$ cat config.mk
export PLATFORM = sky130hd
export DESIGN_NAME = pupif_ctrl
export DESIGN_NICKNAME = d
export VERILOG_FILES = /design/src/rtl/pupif_ctrl.sv
export SDC_FILE = /design/constraint.sdc
export NUM_CORES = 1
export LEC_CHECK = 0
export CORE_ASPECT_RATIO = 0.8
export CORE_UTILIZATION = 45
export CTS_CLUSTER_DIAMETER = 200
export DETAILED_ROUTE_END_ITERATION = 7
export DONT_BUFFER_PORTS = 1
export SYNTH_ARGS = -nofsm -noshare
export SYNTH_HDL_FRONTEND = slang
export SYNTH_SLANG_ARGS = --single-unit
export TNS_END_PERCENT = 1
$ cat constraint.sdc
create_clock -name clk -period 1.3 [get_ports clk]
set_input_delay 0.26 -clock clk [delete_from_list [all_inputs] [get_ports clk]]
set_output_delay 0.26 -clock clk [all_outputs]
set_load 0.02 [all_outputs]
$ cat src/rtl/pupif_ctrl.sv
// pupif_ctrl: host-side access controller for the register-macro bus.
// Turns one host request (req/rnw/addr/wdat) into one upen/uprs/upws bus
// transaction and returns rdy/rdat/err to the host. A one-cycle RECOVER
// state swallows the stale ack that the registered slaves return after
// the strobe drops.
// Optional build macro: PUPIF_TIMEOUT_EN -- when defined, an access that
// sees no upack for TO_CYC cycles completes with host_err=1; when
// undefined, ACCESS waits for upack indefinitely and host_err is 0.
module pupif_ctrl #(
   parameter int ADDR_W = 8,
   parameter int DATA_W = 8,
   parameter int TO_CYC = 16
) (
   input  logic              clk,
   input  logic              rst_n,
   input  logic              host_req,
   input  logic              host_rnw,
   input  logic [ADDR_W-1:0] host_addr,
   input  logic [DATA_W-1:0] host_wdat,
   output logic              host_busy,
   output logic              host_rdy,
   output logic [DATA_W-1:0] host_rdat,
   output logic              host_err,
   output logic              upen,
   output logic              uprs,
   output logic              upws,
   output logic [ADDR_W-1:0] upa,
   output logic [DATA_W-1:0] updi,
   input  logic [DATA_W-1:0] updo,
   input  logic              upack
);

   typedef enum logic [1:0] {
      IDLE    = 2'd0,
      ACCESS  = 2'd1,
      RECOVER = 2'd2
   } state_t;

   state_t              state_q, state_d;
   logic                upen_q, upen_d;
   logic                uprs_q, uprs_d;
   logic                upws_q, upws_d;
   logic [ADDR_W-1:0]   upa_q, upa_d;
   logic [DATA_W-1:0]   updi_q, updi_d;
   logic                rdy_q, rdy_d;
   logic [DATA_W-1:0]   rdat_q, rdat_d;
   logic                busy_q, busy_d;

`ifdef PUPIF_TIMEOUT_EN
   localparam int CNT_W = $clog2(TO_CYC + 1);

   logic [CNT_W-1:0]    cnt_q, cnt_d;
   logic                err_q, err_d;
   logic                timeout_hit;

   // Last allowed cycle of the access window; an ack arriving in the same
   // cycle still takes priority in the decode below.
   assign timeout_hit = (cnt_q == CNT_W'(TO_CYC - 1));

   // Wait counter: cleared while idle, counts ACCESS cycles, saturates.
   always_comb begin
      cnt_d = cnt_q;
      if (state_q == IDLE) begin
         cnt_d = '0;
      end else if (state_q == ACCESS && cnt_q != CNT_W'(TO_CYC)) begin
         cnt_d = cnt_q + 1'b1;
      end
   end

   // Counter and error flag registers.
   always_ff @(posedge clk) begin
      if (!rst_n) begin
         cnt_q <= '0;
         err_q <= 1'b0;
      end else begin
         cnt_q <= cnt_d;
         err_q <= err_d;
      end
   end

   assign host_err = err_q;
`else
   assign host_err = 1'b0;
`endif

   // State register.
   always_ff @(posedge clk) begin
      if (!rst_n) begin
         state_q <= IDLE;
      end else begin
         state_q <= state_d;
      end
   end

   // Next-state decode.
   always_comb begin
      state_d = state_q;
      case (state_q)
         IDLE: begin
            if (host_req) begin
               state_d = ACCESS;
            end
         end
         ACCESS: begin
            if (upack) begin
               state_d = RECOVER;
            end
`ifdef PUPIF_TIMEOUT_EN
            else if (timeout_hit) begin
               state_d = RECOVER;
            end
`endif
         end
         RECOVER: begin
            state_d = IDLE;
         end
         default: begin
            state_d = IDLE;
         end
      endcase
   end

   // Output decode: bus strobes, captured address/data, host completion.
   always_comb begin
      upen_d = upen_q;
      uprs_d = uprs_q;
      upws_d = upws_q;
      upa_d  = upa_q;
      updi_d = updi_q;
      rdat_d = rdat_q;
      rdy_d  = 1'b0;
`ifdef PUPIF_TIMEOUT_EN
      err_d  = 1'b0;
`endif
      case (state_q)
         IDLE: begin
            if (host_req) begin
               upen_d = 1'b1;
               uprs_d = host_rnw;
               upws_d = ~host_rnw;
               upa_d  = host_addr;
               updi_d = host_wdat;
            end
         end
         ACCESS: begin
            if (upack) begin
               upen_d = 1'b0;
               uprs_d = 1'b0;
               upws_d = 1'b0;
               rdy_d  = 1'b1;
               if (uprs_q) begin
                  rdat_d = updo;
               end
            end
`ifdef PUPIF_TIMEOUT_EN
            else if (timeout_hit) begin
               upen_d = 1'b0;
               uprs_d = 1'b0;
               upws_d = 1'b0;
               rdy_d  = 1'b1;
               err_d  = 1'b1;
               if (uprs_q) begin
                  rdat_d = '1;
               end
            end
`endif
         end
         default: begin
            upen_d = 1'b0;
            uprs_d = 1'b0;
            upws_d = 1'b0;
         end
      endcase
      busy_d = (state_d != IDLE);
   end

   // Output registers; every host and bus output comes straight from a flop.
   always_ff @(posedge clk) begin
      if (!rst_n) begin
         upen_q <= 1'b0;
         uprs_q <= 1'b0;
         upws_q <= 1'b0;
         upa_q  <= '0;
         updi_q <= '0;
         rdat_q <= '0;
         rdy_q  <= 1'b0;
         busy_q <= 1'b0;
      end else begin
         upen_q <= upen_d;
         uprs_q <= uprs_d;
         upws_q <= upws_d;
         upa_q  <= upa_d;
         updi_q <= updi_d;
         rdat_q <= rdat_d;
         rdy_q  <= rdy_d;
         busy_q <= busy_d;
      end
   end

   assign upen      = upen_q;
   assign uprs      = uprs_q;
   assign upws      = upws_q;
   assign upa       = upa_q;
   assign updi      = updi_q;
   assign host_rdat = rdat_q;
   assign host_rdy  = rdy_q;
   assign host_busy = busy_q;

endmodule

# Word level (Yosys, flattened, before mapping)
# Index checks and enable logic that the tools add are counted.
op_classes:
  n_reduce_logical: 6
  muxes: 11
  bitwise_logic: 1
  n_eq_ne: 3
op_table:
  columns: ["cell", "n"]
  rows:
  - ["$pmux 1 s2", 3]
  - ["$reduce_and 2->1", 3]
  - ["$mux 1", 5]
  - ["$mux 2", 2]
  - ["$ne 2x2->1 const B", 2]
  - ["$pmux 2 s2", 1]
  - ["$reduce_and 3->1", 1]
  - ["$eq 2x1->1 const B", 1]
  - ["$logic_not 2->1", 1]
  - ["$reduce_bool 2->1", 1]
  - ["$not 1->1", 1]
word_totals:
  in_bits: 29
  word_cells: 30
  regBits: 31

# Depth between registers and ports, before layout
# Gate-level depths: netlist (run 1).
logic_depth:
  ltp_word: 3
  ltp_mapped: 5
  ltp_nobuf: 2

# Worst setup path after synthesis (run 1)
# OpenSTA, ideal clock, no wires.
synth_timing:
  path_kind: "register to register"
  start: "register state_q[0]"
  end: "register upa_q[0], in the netlist upa[0]"
  n_path_buf: 3
  arrival_ps: 1022
  path_stages_with_launch: 6
  setup_slack_ps: 207
  setup_ps: 72
  cell_sequence: "dfxtp_1 -> buf_6 -> nor3b_2 -> buf_6 -> buf_12 -> mux2i_1"
synth_via:
  elab_chain_cells: 2
synth_lines:
  columns: ["element", "line_no", "text"]
  rows:
  - ["from (decl)", "39", "state_t state_q, state_d;"]
  - ["from (signal assigned)", "91", "state_q <= state_d;"]
  - ["$logic_not 2->1", "135", "case (state_q)"]
  - ["$reduce_and 2->1 (no source line)", null, null]
  - ["to (signal assigned)", "192", "upa_q <= upa_d;"]
  - ["to (decl)", "43", "logic [ADDR_W-1:0] upa_q, upa_d;"]
# Every way passes these cells.
# A chain may end at the register's enable or synchronous reset.

# Worst setup path after layout (run 1)
layout_timing:
  start: "register state_q[0]"
  end: "register rdat_q[4], in the netlist host_rdat[4]"
layout_via:
  elab_chain_cells: 2
layout_lines:
  columns: ["element", "line_no", "text"]
  rows:
  - ["$eq 2x1->1", "135", null]
  - ["$reduce_and 3->1 (no source line)", null, null]
  - ["to (signal assigned)", "194", "rdat_q <= rdat_d;"]
  - ["to (decl)", "46", "logic [DATA_W-1:0] rdat_q, rdat_d;"]
# Every way passes these cells.

==> key figures, run 1 <==
Run status
  • Status: finished, final reports clean

Route
  • Drt first-iter violations: 40
  • Routed WL: 2.06 mm
  • Remaining antenna violation count: 0
  • Residual DRC count: 0
  • WL/cell: 12.2 um
  • Via count: 845
  • Via density: 5.00
  • Pre-antenna DRT Iters: 4

Layout
  • Fin nets: 163
  • Ant diodes: 0
  • Filler cells: 252
  • Share of cells above drive strength 1: 0.0902
  • Area growth syn-to-layout: 4.38%

Timing
  • RSZ-0062 raised after global routing: false
  • Setup TNS Final: 0 ps
  • Final hold vios: 0
  • Worst Clk Skew: 8.42 ps
  • Final setup viols: 0
  • Hold Slack: 28.0 ps
  • Period Utilization, post-route: 0.843
  • Post-route minimum period: 1100 ps
  • Fmax: 913 MHz
  • Final Slew Violations: 0

Die
  • Io pins: 59
  • Total core area: 0.00254 mm2
  • Die width: 61.1 um
  • Initial Util: 0.495
  • Die area: 0.00301 mm2
  • Rows: 16
  • Die Y: 49.3 um

Job
  • Max-cap violations: 0

Placement
  • DP HPWL: 1.46 mm
  • Gp weighted congestion: 0.752
  • Number of buffers added on ports: 0

Critical path
  • Type of origin of the critical path: flop
  • CP endpoint kind: flop
  • Critical path data required time: 1540 ps
  • Crit path from: state_q[0]
  • Crit path kind: flop to flop
  • WP data arrival: 1330 ps
  • Max FO, Critical Path: 9
  • Reg-to-Reg Start: state_q[0]

Power
  • Pwr Total: 1.70 mW
  • Leak: 0.523 nW
  • Power Dens Cells: 1300 mW/mm2
  • VDD IR max: 0.573 mV

Synth
  • Gate Count Post-Synth: 134
  • Synth cell types: 20
  • Seq/Total Area, Yosys: 0.494
  • Avg Inst Size Synth: 9.38 um2
  • Syn_nets: 163
  • Post-synth EDFFs: 0
  • Cell Area, Synth: 0.00126 mm2
  • Async SR Flop Fraction: 0
  • Post-synth top flop: dfxtp_1
  • #FFs+latches synth: 31
  • Synth Warn #: 0

Clock network
  • Clock Sinks: 31
  • H-tree Lvls: 2
  • Clock Latency Late Sink: 320 ps
  • Setup repair bufs after CTS: 0
  • Worst-path clk slew: 90 ps
  • CTS tree: built
  • CTS max path bufs: 2
  • Clock root buffer: clkbuf_4
  • Cts bufs inserted: 5

Global route
  • Pin count of the biggest net entering global routing: 51
  • Total global routing track utilization: 0.150
  • Vias in the first global route: 738
  • First-pass GRT wire length: 3.17 mm
  • Grt ovf: 0
  • Antenna violations before repair: 0

Worst hold path
  • Worst min path class: input port to flop
  • Hold path start: host_rnw
## final cells by class
class                   count  area [um2]  area share
flip-flops and latches     31         622       0.474
multi-input cells          90         546       0.416
repair buffers              3        47.5      0.0362
well taps                  36        45.0      0.0343
clock buffers               6        41.3      0.0315
inverters                   3        11.3     0.00858
## final timing paths
check,to,slack [ps],depth (start not counted)
setup reg to reg,host_rdat[4],200,3
hold / removal,upws,30,1
hold reg to reg,host_rdy,540,2
setup / recovery,host_rdat[4],200,3
## what timing repair did
action                                  in CTS  in global routing
hold buffers                                 0                  0
resized for setup                            0                  1
endpoints found under the setup margin       0                  1
## metrics by stage
step | worst slack [ps] | cell area (um2) | cells | util
after floorplan | 207 | 1260 | 134 | -
after detailed placement | 130 | 1270 | 163 | 0.500
final | 204 | 1310 | 169 | 0.516
after CTS | 112 | 1310 | 169 | 0.516
after global placement | 207 | 1270 | 163 | 0.500
after global routing | 99.2 | 1310 | 169 | 0.516
## flip-flops by register name, indices dropped and copies added (netlist names)
| register | flops |
|---|---|
| host_rdat | 8 |
| upa | 8 |
| updi | 8 |
| state_q | 2 |
| host_busy | 1 |
| host_rdy | 1 |
| upen | 1 |
| uprs | 1 |
| upws | 1 |
## critical path, cell delays in order, from the launching register on
cell	delay (ps)
dfxtp_2	410
and4b_1	250
buf_12	140
mux2i_1	210
## kinds of logic after synthesis
logic type      count (synthesis)  synth area share
simple gates                   59             0.201
flops                          31             0.494
mux                            25             0.200
buf+inv                        13            0.0726
compound gates                  5            0.0299
other cells                     1           0.00298
## placed cells by master, fill, tap and decap left out, drive strengths merged
master    n
nor2      4
buf       3
a21oi     2
mux2i    24
and4b     1
o32ai     2
clkbuf    6
inv       3
dfxtp    31
nor3b     1
mux2      1
conb      1
or2b      1
nand2    49
a21bo     1
nand2b    2
nand4bb   1
## Yosys cell counts (2+ instances only)
library cell,number,area [um2]
mux2i_1,24,240
buf_4,2,15.0
inv_1,3,11.3
dfxtp_1,31,621
nand2b_1,2,12.5
o32ai_1,2,17.5
a21oi_1,2,10.0
nor2_1,4,15.0
clkbuf_1,2,7.51
buf_2,3,15.0
buf_6,2,22.5
nand2_1,49,184
## layer usage
layer  up-vias  share of wire  GRT usage
li1        430              -          -
met1       370           0.44      0.179
met3         5           0.11     0.0849
met5         -              0          0
met4         0          0.016     0.0909
met2        40           0.43      0.203
## power by group
group          internal (mW)  total (mW)  switching (mW)  leakage, nW
logic                 0.0741       0.138          0.0644        0.245
clock network          0.192       0.471           0.280       0.0242
registers               1.00        1.09          0.0906        0.254
total                   1.27        1.70           0.435        0.523
No activity file was read; power rests on OpenSTA's default activity.
==> run 2, diff against run 1 <==
--- a/config.mk
+++ b/config.mk
@@ -5,6 +5,7 @@
 export SDC_FILE = /design/constraint.sdc
 export NUM_CORES = 1
 export LEC_CHECK = 0
+export ABC_AREA = 1
 export CORE_ASPECT_RATIO = 0.8
 export CORE_UTILIZATION = 45
 export CTS_CLUSTER_DIAMETER = 200
==> constraint.sdc (replaced) <==
create_clock -name clk -period 0.9 [get_ports clk]
set_input_delay 0.18 -clock clk [delete_from_list [all_inputs] [get_ports clk]]
set_output_delay 0.18 -clock clk [all_outputs]
set_load 0.02 [all_outputs]
==> run 2 against run 1 <==
The run now ends with design-rule violations, negative hold slack, negative setup slack left. Non-clock buffer count rose by 9. Clock-buffer cell count rose by 1. Combinational power rose by 120%. Power rose by 55%. First-iteration DRC count fell by 28%. Sequential cell count did not move. Die area fell by 10%. Cell count rose by 4.7%. Maximum frequency rose by 11%. Register-to-register slack got worse by 290 ps. Sequential share of layout area rose by 2.7 points. Largest power group unchanged.
==> key figures, run 2 <==
Run status
  • Status: complete, but fails checks
  • Failing checks: design-rule violations, negative hold slack, negative setup slack

Timing
  • Setup ws final: -85.7 ps
  • Setup TNS Final: -1360 ps
  • Hold Slack: -39.2 ps
  • Period Utilization, post-route: 1.10
  • RSZ-0062 raised after global routing: true
  • Final setup viols: 29
  • Fmax: 1010 MHz
  • Final hold vios: 16
  • Post-route minimum period: 986 ps
  • Final Slew Violations: 0
  • Worst Clk Skew: 7.11 ps

Critical path
  • CP endpoint kind: flop
  • Type of origin of the critical path: flop
  • Max FO, Critical Path: 10
  • Delay-heaviest family, CP: flip-flops
  • Slowest CP cell: dfxtp_2
  • Slowest stage delay, CP: 350 ps
  • WP data arrival: 1200 ps
  • Bufs and invs on worst path: 1
  • Critical path data required time: 1110 ps
  • Crit-path cells: nor2_4 > nand2_4 > buf_6 > o21ai_1 > nor2_1
  • Crit path kind: flop to flop

Synth
  • Area contributors post-synth: dfxtp_1 (55%), nor2_1 (17%), o21ai_0 (7.5%)
  • Gate Count Post-Synth: 138
  • Most common cell in the netlist: nor2_1
  • Synth Warn #: 0
  • Cell Area, Synth: 0.00113 mm2
  • Synth cell count leaders: nor2_1 (50), dfxtp_1 (31), o21ai_0 (17)
  • Seq/Total Area, Yosys: 0.550
  • Post-synth top flop: dfxtp_1
  • Syn_nets: 167
  • Avg Inst Size Synth: 8.17 um2
  • Synth cell types: 19
  • #FFs+latches synth: 31
  • Post-synth EDFFs: 0
  • Synth top area share: 0.550
  • Async SR Flop Fraction: 0
  • Synth area leader: dfxtp_1

Clock network
  • CTS max path bufs: 2
  • Cts bufs inserted: 5
  • Clock root buffer: clkbuf_4
  • Worst-path clk slew: 90 ps
  • H-tree Lvls: 2
  • Clock Latency Late Sink: 310 ps
  • Clock Sinks: 31
  • CTS tree: built

Layout
  • Util after Layout: 0.647
  • Area growth syn-to-layout: 29.3%
  • Ant diodes: 0
  • Most frequent cells in the layout: nor2_1 (47), dfxtp_4 (28), o21ai_1 (15), nand2_1 (7), o21ai_2 (7)
  • Area of the multi-input gates: 474 um2
  • Final cell count without fillers: 177
  • Fin nets: 180
  • Fin area: 0.00146 mm2
  • Most common cell after layout, fill and taps aside: nor2_1
  • FF/Latch Area: 729 um2
  • Filler cells: 196
  • Share of cells above drive strength 1: 0.441

Power
  • Clock network power share: 0.276
  • VDD IR max: 1.05 mV
  • Combinational Power Share: 0.118
  • Share of power burned in registers: 0.606
  • Leak: 0.588 nW
  • Pwr Total: 2.63 mW
  • Power Dens Cells: 1810 mW/mm2
  • Cell Int Power: 1.89 mW
  • Net Sw Frac: 0.281
  • Net Sw Power: 740 uW

Die
  • Rows: 15
  • Total core area: 0.00225 mm2
  • Die Y: 46.8 um
  • Die width: 58.0 um
  • Io pins: 59
  • Initial Util: 0.501
  • Die area: 0.00271 mm2

Route
  • Drt first-iter violations: 29
  • Pre-antenna DRT Iters: 6
  • WL/cell: 13.4 um
  • Via count: 912
  • Residual DRC count: 3
  • Routed WL: 2.38 mm
  • Remaining antenna violation count: 0
  • Via density: 5.15

Job
  • Max-cap violations: 0

Placement
  • DP HPWL: 1.64 mm
  • Placed inst area: 0.00119 mm2
  • Placed instance count: 165
  • Gp weighted congestion: 0.637
  • Number of buffers added on ports: 0
  • Worst slack at placement: -142 ps

Global route
  • Antenna violations before repair: 0
  • Pin count of the biggest net entering global routing: 26
  • First-pass GRT wire length: 3.59 mm
  • Vias in the first global route: 839
  • Grt ovf: 0
  • Total global routing track utilization: 0.183

Worst hold path
  • Worst min path class: input port to flop
==> run 2: cell types whose count changed after synthesis, moves of 2 or more <==
cell      previous run  this run
a21oi_1              2         4
buf_2                3         0
inv_1                3         6
mux2i_1             24         0
nand2_1             49         9
nand2b_1             2         0
nand3_1              0         2
nor2_1               4        50
o21ai_0              0        17
o21ai_1              0         5
o21ai_2              0         2
o32ai_1              2         0
==> run 2: worst paths after layout <==
kind                    from      to  slack [ps]  cells after the start
hold reg to reg         upws    upws         520                      2
hold / removal         rst_n  upa[2]         -40                      2
setup reg to reg  state_q[1]  upa[4]         -90                      5
setup / recovery  state_q[1]  upa[4]         -90                      5
==> run 2: repair_timing <==
action                                  CTS  global route
resized for setup                        63            32
hold buffers                              1             1
pin swaps                                 4             5
hold endpoints to repair                 25            24
buffers inserted                          2             0
endpoints found under the setup margin   58            59
==> run 2: cell type report <==
cell class,instances,area share
Sequential cell,31,0.500
Multi-Input combinational cell,94,0.325
Timing Repair Buffer,12,0.0953
Clock buffer,7,0.0309
Inverter,7,0.0232
Tap cell,25,0.0215
Clock inverter,1,0.00343
==> run 2: worst reg2reg max path, cell delays in order (launching register included) <==
cell and delay [ps]:
dfxtp_2 350, nor2_4 130, nand2_4 80, buf_6 150, o21ai_1 130, nor2_1 50
==> run 2: layer usage <==
metal | share of wire | vias to the layer above | GRT usage
met3 | 0.099 | 2 | 0.0937
met5 | 0 | - | 0
met4 | 0.0055 | 0 | 0.110
li1 | - | 467 | -
met1 | 0.41 | 413 | 0.208
met2 | 0.49 | 30 | 0.283
==> run 2: power groups by stage <==
stage          Clock (mW)  Combinational, mW  Sequential, mW
2_1_floorplan           0              0.210            1.64
3_3_place_gp            0              0.258            1.64
3_5_place_dp            0              0.267            1.65
4_1_cts             0.768              0.299            1.61
5_1_grt             0.832              0.350            1.61
6_report            0.726              0.310            1.60
==> run 2: cells by family after synthesis <==
kind of cell | count (synthesis) | synth area share
simple gates | 64 | 0.226
flops | 31 | 0.551
compound gates | 29 | 0.150
buf+inv | 13 | 0.0699
other cells | 1 | 0.00333
